**src/rtl/adder_scheduler_if.sv**
```systemverilog
// Request/result bundle between the lab control logic (master) and adder_scheduler (slave).
interface adder_scheduler_if #(
  parameter int unsigned WIDTH = 16
);
  localparam int unsigned DW = 2 * WIDTH;

  logic          req0;
  logic          req1;
  logic          wide0;
  logic          wide1;
  logic          cin0;
  logic          cin1;
  logic [DW-1:0] a0;
  logic [DW-1:0] b0;
  logic [DW-1:0] a1;
  logic [DW-1:0] b1;

  logic          busy;
  logic          gnt;
  logic          done;
  logic          ack0;
  logic          ack1;
  logic [DW-1:0] sum;
  logic          co;

  modport master (
    output req0, req1, wide0, wide1, cin0, cin1, a0, b0, a1, b1,
    input  busy, gnt, done, ack0, ack1, sum, co
  );

  modport slave (
    input  req0, req1, wide0, wide1, cin0, cin1, a0, b0, a1, b1,
    output busy, gnt, done, ack0, ack1, sum, co
  );
endinterface

```
**src/rtl/adder_scheduler.sv**
```systemverilog
// Round-robin two-port scheduler for one shared WIDTH-bit ripple-carry adder built from 4-bit slices.
// Define ADDSCHED_CHAIN_EN to enable the chained two-pass 2*WIDTH-bit add (CALC_HI state).
module adder_scheduler #(
  parameter int unsigned WIDTH = 16
) (
  input  logic                clk,
  input  logic                resetn,
  adder_scheduler_if.slave    bus
);

  localparam int unsigned DW     = 2 * WIDTH;
  localparam int unsigned NSLICE = WIDTH / 4;

  typedef enum logic [1:0] {
    IDLE    = 2'd0,
    CALC_LO = 2'd1,
    DONE    = 2'd2
`ifdef ADDSCHED_CHAIN_EN
    ,
    CALC_HI = 2'd3
`endif
  } state_t;

  state_t             state_q;
  state_t             state_d;
  logic               grant_c;
  logic               gsel_c;

  logic               last_q;
  logic [WIDTH-1:0]   a_lo_q;
  logic [WIDTH-1:0]   b_lo_q;
  logic               cin_q;
  logic               carry_q;
`ifdef ADDSCHED_CHAIN_EN
  logic [WIDTH-1:0]   a_hi_q;
  logic [WIDTH-1:0]   b_hi_q;
  logic               wide_q;
`endif

  logic               busy_q;
  logic               gnt_q;
  logic               done_q;
  logic               ack0_q;
  logic               ack1_q;
  logic [DW-1:0]      sum_q;
  logic               co_q;

  logic [WIDTH-1:0]   add_a;
  logic [WIDTH-1:0]   add_b;
  logic               add_ci;
  logic [WIDTH-1:0]   add_s;
  logic [NSLICE:0]    slice_c;
  logic               add_co;

  // Shared adder operand select: low halves first, high halves with chained carry second.
  always_comb begin
    add_a  = a_lo_q;
    add_b  = b_lo_q;
    add_ci = cin_q;
`ifdef ADDSCHED_CHAIN_EN
    if (state_q == CALC_HI) begin
      add_a  = a_hi_q;
      add_b  = b_hi_q;
      add_ci = carry_q;
    end
`endif
  end

  assign slice_c[0] = add_ci;
  assign add_co     = slice_c[NSLICE];

  for (genvar i = 0; i < int'(NSLICE); i++) begin : g_slice
    logic [4:0] slice_sum;
    assign slice_sum           = 5'({1'b0, add_a[4*i +: 4]}) + 5'({1'b0, add_b[4*i +: 4]})
                               + 5'(slice_c[i]);
    assign add_s[4*i +: 4]     = slice_sum[3:0];
    assign slice_c[i+1]        = slice_sum[4];
  end

  // Next-state and grant decision.
  always_comb begin
    state_d = state_q;
    grant_c = 1'b0;
    gsel_c  = 1'b0;
    case (state_q)
      IDLE: begin
        if (bus.req0 || bus.req1) begin
          grant_c = 1'b1;
          gsel_c  = (bus.req0 && bus.req1) ? ~last_q : bus.req1;
          state_d = CALC_LO;
        end
      end
      CALC_LO: begin
`ifdef ADDSCHED_CHAIN_EN
        state_d = wide_q ? CALC_HI : DONE;
`else
        state_d = DONE;
`endif
      end
`ifdef ADDSCHED_CHAIN_EN
      CALC_HI: state_d = DONE;
`endif
      DONE:    state_d = IDLE;
      default: state_d = IDLE;
    endcase
  end

  // State, operand latches and registered outputs.
  always_ff @(posedge clk) begin
    if (!resetn) begin
      state_q <= IDLE;
      last_q  <= 1'b1;
      a_lo_q  <= '0;
      b_lo_q  <= '0;
      cin_q   <= 1'b0;
      carry_q <= 1'b0;
`ifdef ADDSCHED_CHAIN_EN
      a_hi_q  <= '0;
      b_hi_q  <= '0;
      wide_q  <= 1'b0;
`endif
      busy_q  <= 1'b0;
      gnt_q   <= 1'b0;
      done_q  <= 1'b0;
      ack0_q  <= 1'b0;
      ack1_q  <= 1'b0;
      sum_q   <= '0;
      co_q    <= 1'b0;
    end else begin
      state_q <= state_d;
      busy_q  <= (state_d != IDLE);
      done_q  <= (state_d == DONE);
      // gnt is already final by the time DONE is entered
      ack0_q  <= (state_d == DONE) && !gnt_q;
      ack1_q  <= (state_d == DONE) &&  gnt_q;

      if (grant_c) begin
        gnt_q  <= gsel_c;
        last_q <= gsel_c;
        a_lo_q <= gsel_c ? bus.a1[WIDTH-1:0] : bus.a0[WIDTH-1:0];
        b_lo_q <= gsel_c ? bus.b1[WIDTH-1:0] : bus.b0[WIDTH-1:0];
        cin_q  <= gsel_c ? bus.cin1 : bus.cin0;
`ifdef ADDSCHED_CHAIN_EN
        a_hi_q <= gsel_c ? bus.a1[DW-1:WIDTH] : bus.a0[DW-1:WIDTH];
        b_hi_q <= gsel_c ? bus.b1[DW-1:WIDTH] : bus.b0[DW-1:WIDTH];
        wide_q <= gsel_c ? bus.wide1 : bus.wide0;
`endif
      end

      if (state_q == CALC_LO) begin
        sum_q[WIDTH-1:0] <= add_s;
        carry_q          <= add_co;
`ifdef ADDSCHED_CHAIN_EN
        if (!wide_q) begin
          sum_q[DW-1:WIDTH] <= '0;
          co_q              <= add_co;
        end
`else
        sum_q[DW-1:WIDTH] <= '0;
        co_q              <= add_co;
`endif
      end

`ifdef ADDSCHED_CHAIN_EN
      if (state_q == CALC_HI) begin
        sum_q[DW-1:WIDTH] <= add_s;
        co_q              <= add_co;
      end
`endif
    end
  end

  assign bus.busy = busy_q;
  assign bus.gnt  = gnt_q;
  assign bus.done = done_q;
  assign bus.ack0 = ack0_q;
  assign bus.ack1 = ack1_q;
  assign bus.sum  = sum_q;
  assign bus.co   = co_q;

`ifndef ADDSCHED_CHAIN_EN
  // Narrow-only build: wide selects, upper operand halves and the chain carry have no reader.
  logic unused_wide;
  assign unused_wide = ^{bus.wide0, bus.wide1, bus.a0[DW-1:WIDTH], bus.b0[DW-1:WIDTH],
                         bus.a1[DW-1:WIDTH], bus.b1[DW-1:WIDTH], carry_q};
`endif

endmodule

```
**src/flat_wrapper.sv**
```systemverilog
// flat-port wrapper written by rule: the top's interface ports become plain ports
module adder_scheduler_flat 
#(
  parameter int unsigned WIDTH = 16
)
  (clk, resetn, bus_req0, bus_req1, bus_wide0, bus_wide1, bus_cin0, bus_cin1, bus_a0, bus_b0, bus_a1, bus_b1, bus_busy, bus_gnt, bus_done, bus_ack0, bus_ack1, bus_sum, bus_co);
  adder_scheduler_if #(.WIDTH(WIDTH)) bus_i ();
  input  logic clk;
  input  logic resetn;
  input wire logic [$bits(bus_i.req0)-1:0] bus_req0;
  input wire logic [$bits(bus_i.req1)-1:0] bus_req1;
  input wire logic [$bits(bus_i.wide0)-1:0] bus_wide0;
  input wire logic [$bits(bus_i.wide1)-1:0] bus_wide1;
  input wire logic [$bits(bus_i.cin0)-1:0] bus_cin0;
  input wire logic [$bits(bus_i.cin1)-1:0] bus_cin1;
  input wire logic [$bits(bus_i.a0)-1:0] bus_a0;
  input wire logic [$bits(bus_i.b0)-1:0] bus_b0;
  input wire logic [$bits(bus_i.a1)-1:0] bus_a1;
  input wire logic [$bits(bus_i.b1)-1:0] bus_b1;
  output wire logic [$bits(bus_i.busy)-1:0] bus_busy;
  output wire logic [$bits(bus_i.gnt)-1:0] bus_gnt;
  output wire logic [$bits(bus_i.done)-1:0] bus_done;
  output wire logic [$bits(bus_i.ack0)-1:0] bus_ack0;
  output wire logic [$bits(bus_i.ack1)-1:0] bus_ack1;
  output wire logic [$bits(bus_i.sum)-1:0] bus_sum;
  output wire logic [$bits(bus_i.co)-1:0] bus_co;
  assign bus_i.req0 = bus_req0;
  assign bus_i.req1 = bus_req1;
  assign bus_i.wide0 = bus_wide0;
  assign bus_i.wide1 = bus_wide1;
  assign bus_i.cin0 = bus_cin0;
  assign bus_i.cin1 = bus_cin1;
  assign bus_i.a0 = bus_a0;
  assign bus_i.b0 = bus_b0;
  assign bus_i.a1 = bus_a1;
  assign bus_i.b1 = bus_b1;
  assign bus_busy = bus_i.busy;
  assign bus_gnt = bus_i.gnt;
  assign bus_done = bus_i.done;
  assign bus_ack0 = bus_i.ack0;
  assign bus_ack1 = bus_i.ack1;
  assign bus_sum = bus_i.sum;
  assign bus_co = bus_i.co;
  adder_scheduler #(.WIDTH(WIDTH)) u_core (.clk(clk), .resetn(resetn), .bus(bus_i));
endmodule
```
**config.mk**
```make
export PLATFORM = sky130hd
export DESIGN_NAME = adder_scheduler_flat
export DESIGN_NICKNAME = d
export VERILOG_FILES = /design/src/rtl/adder_scheduler_if.sv /design/src/rtl/adder_scheduler.sv /design/src/flat_wrapper.sv
export SDC_FILE = /design/constraint.sdc
export NUM_CORES = 1
export LEC_CHECK = 0
export BUFFER_PORTS_ARGS = -buffer_cell sky130_fd_sc_hd__buf_4
export CAP_MARGIN = 40
export CORE_MARGIN = 3
export CORE_UTILIZATION = 40
export DETAILED_ROUTE_END_ITERATION = 10
export PLACE_DENSITY = 0.81
export SLEW_MARGIN = 0
export SYNTH_ARGS = -nofsm -noshare
export SYNTH_HDL_FRONTEND = slang
export SYNTH_SLANG_ARGS = --single-unit
```
**constraint.sdc**
```tcl
create_clock -name clk -period 5.7 [get_ports clk]
set_input_delay 0.57 -clock clk [delete_from_list [all_inputs] [get_ports clk]]
set_output_delay 0.57 -clock clk [all_outputs]
set_load 0.05 [all_outputs]
```
# Word-level counts from Yosys, hierarchy flattened
# Index checks and enable logic that the tools add are counted.
[totals]
in_bits = 136
output_inout_bits = 38
register_bits = 58
[classes]
n_reduce_logical = 7
add_sub_neg = 8
n_bitwise = 1
mux = 10
eq_ne = 2
[op_table]
columns = ["cell", "count"]
rows = [
  ["16-bit 2-to-1 mux", 2],
  ["4-bit by 4-bit adder with 5-bit output", 4],
  ["5-bit by 1-bit adder with 5-bit output", 4],
  ["1-bit 2-to-1 mux", 6],
  ["2-bit one-hot mux with 2 select lines", 1],
  ["1-bit logical AND", 3],
  ["2-bit by 1-bit equality test with 1-bit output (second input constant)", 1],
  ["2-bit equality test (second input constant)", 1],
  ["2-bit zero test", 1],
  ["2-bit 2-to-1 mux", 1],
  ["2-bit nonzero test", 1],
  ["1-bit zero test", 1],
  ["1-bit logical OR", 1],
  ["1-bit inverter", 1],
]

# Depth between registers and ports, before layout
[logic_depth]
depth_word = 5
mapped_depth = 19
mapped_depth_nobuf = 19

# Worst setup path before layout
# OpenSTA, ideal clock, no wires.
[synth_path]
kind = "flip-flop to flip-flop"
start = "register u_core.cin_q, in the netlist u_core.add_ci"
end = "register u_core.co_q, in the netlist u_core.bus.co"
path_stages_with_launch = 20
t_required_ps = 5578
setup_time_ps = 122
t_arrival_ps = 4730
synth_period_minus_slack_ps = 4852
setup_slack_ps = 848
cell_sequence = "dfxtp_1 inv_1 fa_1 inv_1 fa_1 a21o_1 a21o_1 fa_1 fa_1 a21o_1 a21o_1 fa_1 fa_1 a21o_1 a21o_1 fa_1 fa_1 a21o_1 a21oi_1 a21oi_1"
[synth_between]
elab_chain_cells = 4
[synth_rtl]
columns = ["element", "line", "rtl"]
rows = [
  ["start: declaration", "adder_scheduler.sv:32", "logic cin_q;"],
  ["start signal: assignment", "adder_scheduler.sv:142", "cin_q <= gsel_c ? bus.cin1 : bus.cin0;"],
  ["5-bit by 1-bit adder with 5-bit output (4 in series)", "adder_scheduler.sv:75", "+ 5'(slice_c[i]);"],
  ["end signal: assignment", "adder_scheduler.sv:160", "co_q <= add_co;"],
  ["end: declaration", "adder_scheduler.sv:46", "logic co_q;"],
]
# Every way passes these cells.
# A chain may end at the register's enable or synchronous reset.

# Worst setup path in the final report
# Ends and elaborated chain as after synthesis.

==> metrics <==
status completed; Nets 582; CP Cell Sequence inv_1 > fa_1 > inv_1 > fa_1 > a21o_1 > a21o_1 > fa_1 > fa_1 > a21o_1 > a21o_1 > fa_1 > fa_1 > a21o_1 > a21o_1 > fa_1 > fa_1 > a21o_1 > a21oi_1 > a21oi_1; CTS Root Cell clkbuf_8; Mapped Cells 345; Worst setup EP type flip-flop; clk_lat worst skew 0.34 ns; Final Hold Fails 0; Worst Setup Start Kind flip-flop; CTS resizes 0; # diodes 0; RSZ-0062 raised after global routing no; CTS sink count 57; worst slew pin tran 0.889 ns; GRT Residual Overflow 0; Synth area leaders dfxtp_1 (35%), o32ai_2 (15%), a21oi_1 (7.5%); endpoints failing setup 0; post-synthesis simple-gate area fraction a little over a tenth; syn avg cell area roughly 9.3 um^2; CP delay by family, top adder cells; CP Max Fanout 2; initial DRC count 95; critical path's slowest cell fa_1; fill cell count slightly above 700; CP startpoint u_core.add_ci$_SDFFE_PN0P_; Post-Route Utilization a little over half; WS Path Type flip-flop to flip-flop; CP bufs+invs 2; VDD IR max 0.000102 V; Synth-to-Final Area Change 25.6%; GPL Wtd Cong 0.790; Layout Skew ~0.0039 ns; commonest non-fill, non-tap cells in the layout buf_4 (93), dfxtp_1 (57), a21oi_1 (48), nor2_1 (39), inv_1 (34); hold depth 2; flop-to-flop setup slack between 0.4 and 0.5 ns; critical path required time approximately 6 ns; post-route DRC violation count 0; gr usage total 17.7%; Synth Area in Compound Gates between 30 and 40%; worst r2r dst u_core.bus.co$_SDFFE_PN0P_; total CTS buffers 9; YS warnings 0; Max clock buf depth 2; die height 95.8 um; Post-CTS Setup Inserts 0; row count 32; routed wire length roughly 8000 um; fin. max-slew vios 0; global-route wire length before repair 12,300 um; Tcrit/Tclk final about 91%; crit path time final around 5.2 ns; antenna violations before repair 0; largest net degree at the start of global routing 39; R2R depth 19; post-synthesis sequential area ratio 35.4%; Synth Area in Adders 9.63%; DR WL/cell roughly 15 um; Initial Util 41.5%; Hold/Removal Path Class flip-flop to flip-flop; Reg clk slew, reported paths 0.06 ns; HPWL after DPL 5880 um; setup TNS 0 ns; Buffers on Ports 91; vias in the first global route between 2k and 3k; Hold Path End u_core.bus.sum[12]$_SDFFE_PN0P_; antenna-violating nets left 0; Synth Area in XOR/XNOR 1.09%; synthesized area 3220 um^2; Static Leakage 1.83 nW; flop and latch count out of synthesis 57; Cell variety after synth 33; routed via count ~2.7k; mux contribution to synthesized area 0%; main combinational cell family by area after synthesis compound AO/OA/AOI/OAI gates; share of the synthesized area in the top cell type 35.4%; TritonCTS clock tree built; crit path DAT 5.44 ns; most common cell after layout, fill and taps aside buf_4; slew margin rel. 40.6%; layout cells sized above 1 33.3%; DR pass1 iterations 4; worst r2r src u_core.add_ci$_SDFFE_PN0P_; PwrDens approximately 280 nW/um^2; fmax 192 MHz; num ports 174; Core Region 7770 um^2; drt via density 5.07; Die W 95.8 um; H-Tree Level Count 3; worst hold start u_core.bus.sum[12]$_SDFFE_PN0P_; most used cell, CP fa_1; Synth area leader dfxtp_1; hold buffers post-CTS 0; max_cap viols 0; CP peak stage delay around 0.43 ns; Die Area 9170 um^2
cells in the mapped netlist (all sizes together):
master  count
dfxtp      57
a21oi      48
nor2       41
buf        39
inv        36
o32ai      33
nand2      23
ha         12
fa          8
a21o        7
nand3       7
a211oi      5
a2111o      4
o311ai      4
xnor2       4
nor3        3
a21bo       2
and3        2
nand3b      2
o21ai       2
a21boi      1
clkbuf      1
conb        1
nand2b      1
nor2b       1
o31ai       1
cell type report:
type | count | area [um^2] | share of cell area [%]
tap | 102 | 128 | 3.15
clock buffer | 14 | 163 | 4.02
timing repair buffer | 95 | 737 | 18.2
multi-input combinational | 227 | 1750 | 43.1
sequential | 57 | 1140 | 28.2
inverter | 36 | 135 | 3.34
metal layers:
| metal | track usage [%] | part of all wire (%) | vias up |
|---|---|---|---|
| met5 | 0 | 0 | - |
| met4 | 5.45 | 1.4 | 0 |
| met3 | 5.32 | 6.6 | 10 |
| met2 | 28.8 | 46 | 79 |
| met1 | 22.4 | 46 | 1266 |
| li1 | - | - | 1338 |
metrics by stage:
| stage | hold WS (ns) | total power [mW] | area [um^2] | instances | setup WS (ns) |
|---|---|---|---|---|---|
| 2_1_floorplan | 0.437 | 0.717 | 3280 | 360 | 0.848 |
| 3_3_place_gp | 0.447 | 0.797 | 3850 | 515 | 0.486 |
| 3_5_place_dp | 0.447 | 0.810 | 3890 | 517 | 0.509 |
| 4_1_cts | 0.455 | 1.13 | 4050 | 531 | 0.491 |
| 5_1_grt | 0.477 | 1.19 | 4050 | 531 | 0.278 |
| 6_report | 0.453 | 1.13 | 4050 | 531 | 0.492 |
report_power, final:
part / switching (mW) / internal, mW / total (mW)
registers: 0.0291 / 0.438 / 0.467
logic: 0.203 / 0.132 / 0.335
clock network: 0.147 / 0.177 / 0.324
total: 0.379 / 0.747 / 1.13
tightest hold or removal path: cells and delay by family, from the launching register on:
| kind | cells | cell delay (ns) |
|---|---|---|
| compound gates | 1 | 0.05 |
| flops | 1 | 0.31 |
| simple gates | 1 | 0.05 |
flip-flops by register name, summed over array words and instances, names as in the netlist:
register         cells
u_core.add_b        16
u_core.last_q        1
u_core.bus.ack1      1
u_core.state_q       1
u_core.bus.busy      1
u_core.bus.ack0      1
u_core.add_ci        1
u_core.a_lo_q       16
u_core.bus.co        1
u_core.bus.sum      16
u_core.bus.done      1
u_core.bus.gnt       1
worst max-delay path by stage:
stage	cells past startpoint	end
after floorplan	19	u_core.bus.co$_SDFFE_PN0P_
after global placement	19	u_core.bus.co$_SDFFE_PN0P_
after detailed placement	19	u_core.bus.co$_SDFFE_PN0P_
after CTS	19	u_core.bus.co$_SDFFE_PN0P_
after global routing	19	u_core.bus.co$_SDFFE_PN0P_
final	19	u_core.bus.co$_SDFFE_PN0P_
kinds of logic after synthesis:
logic type	count (synthesis)
fa+ha+maj	20
flops	57
simple gates	80
compound gates	107
buf+inv	76
xor+xnor	4
other cells	1
(Power assumes the default switching activity.)
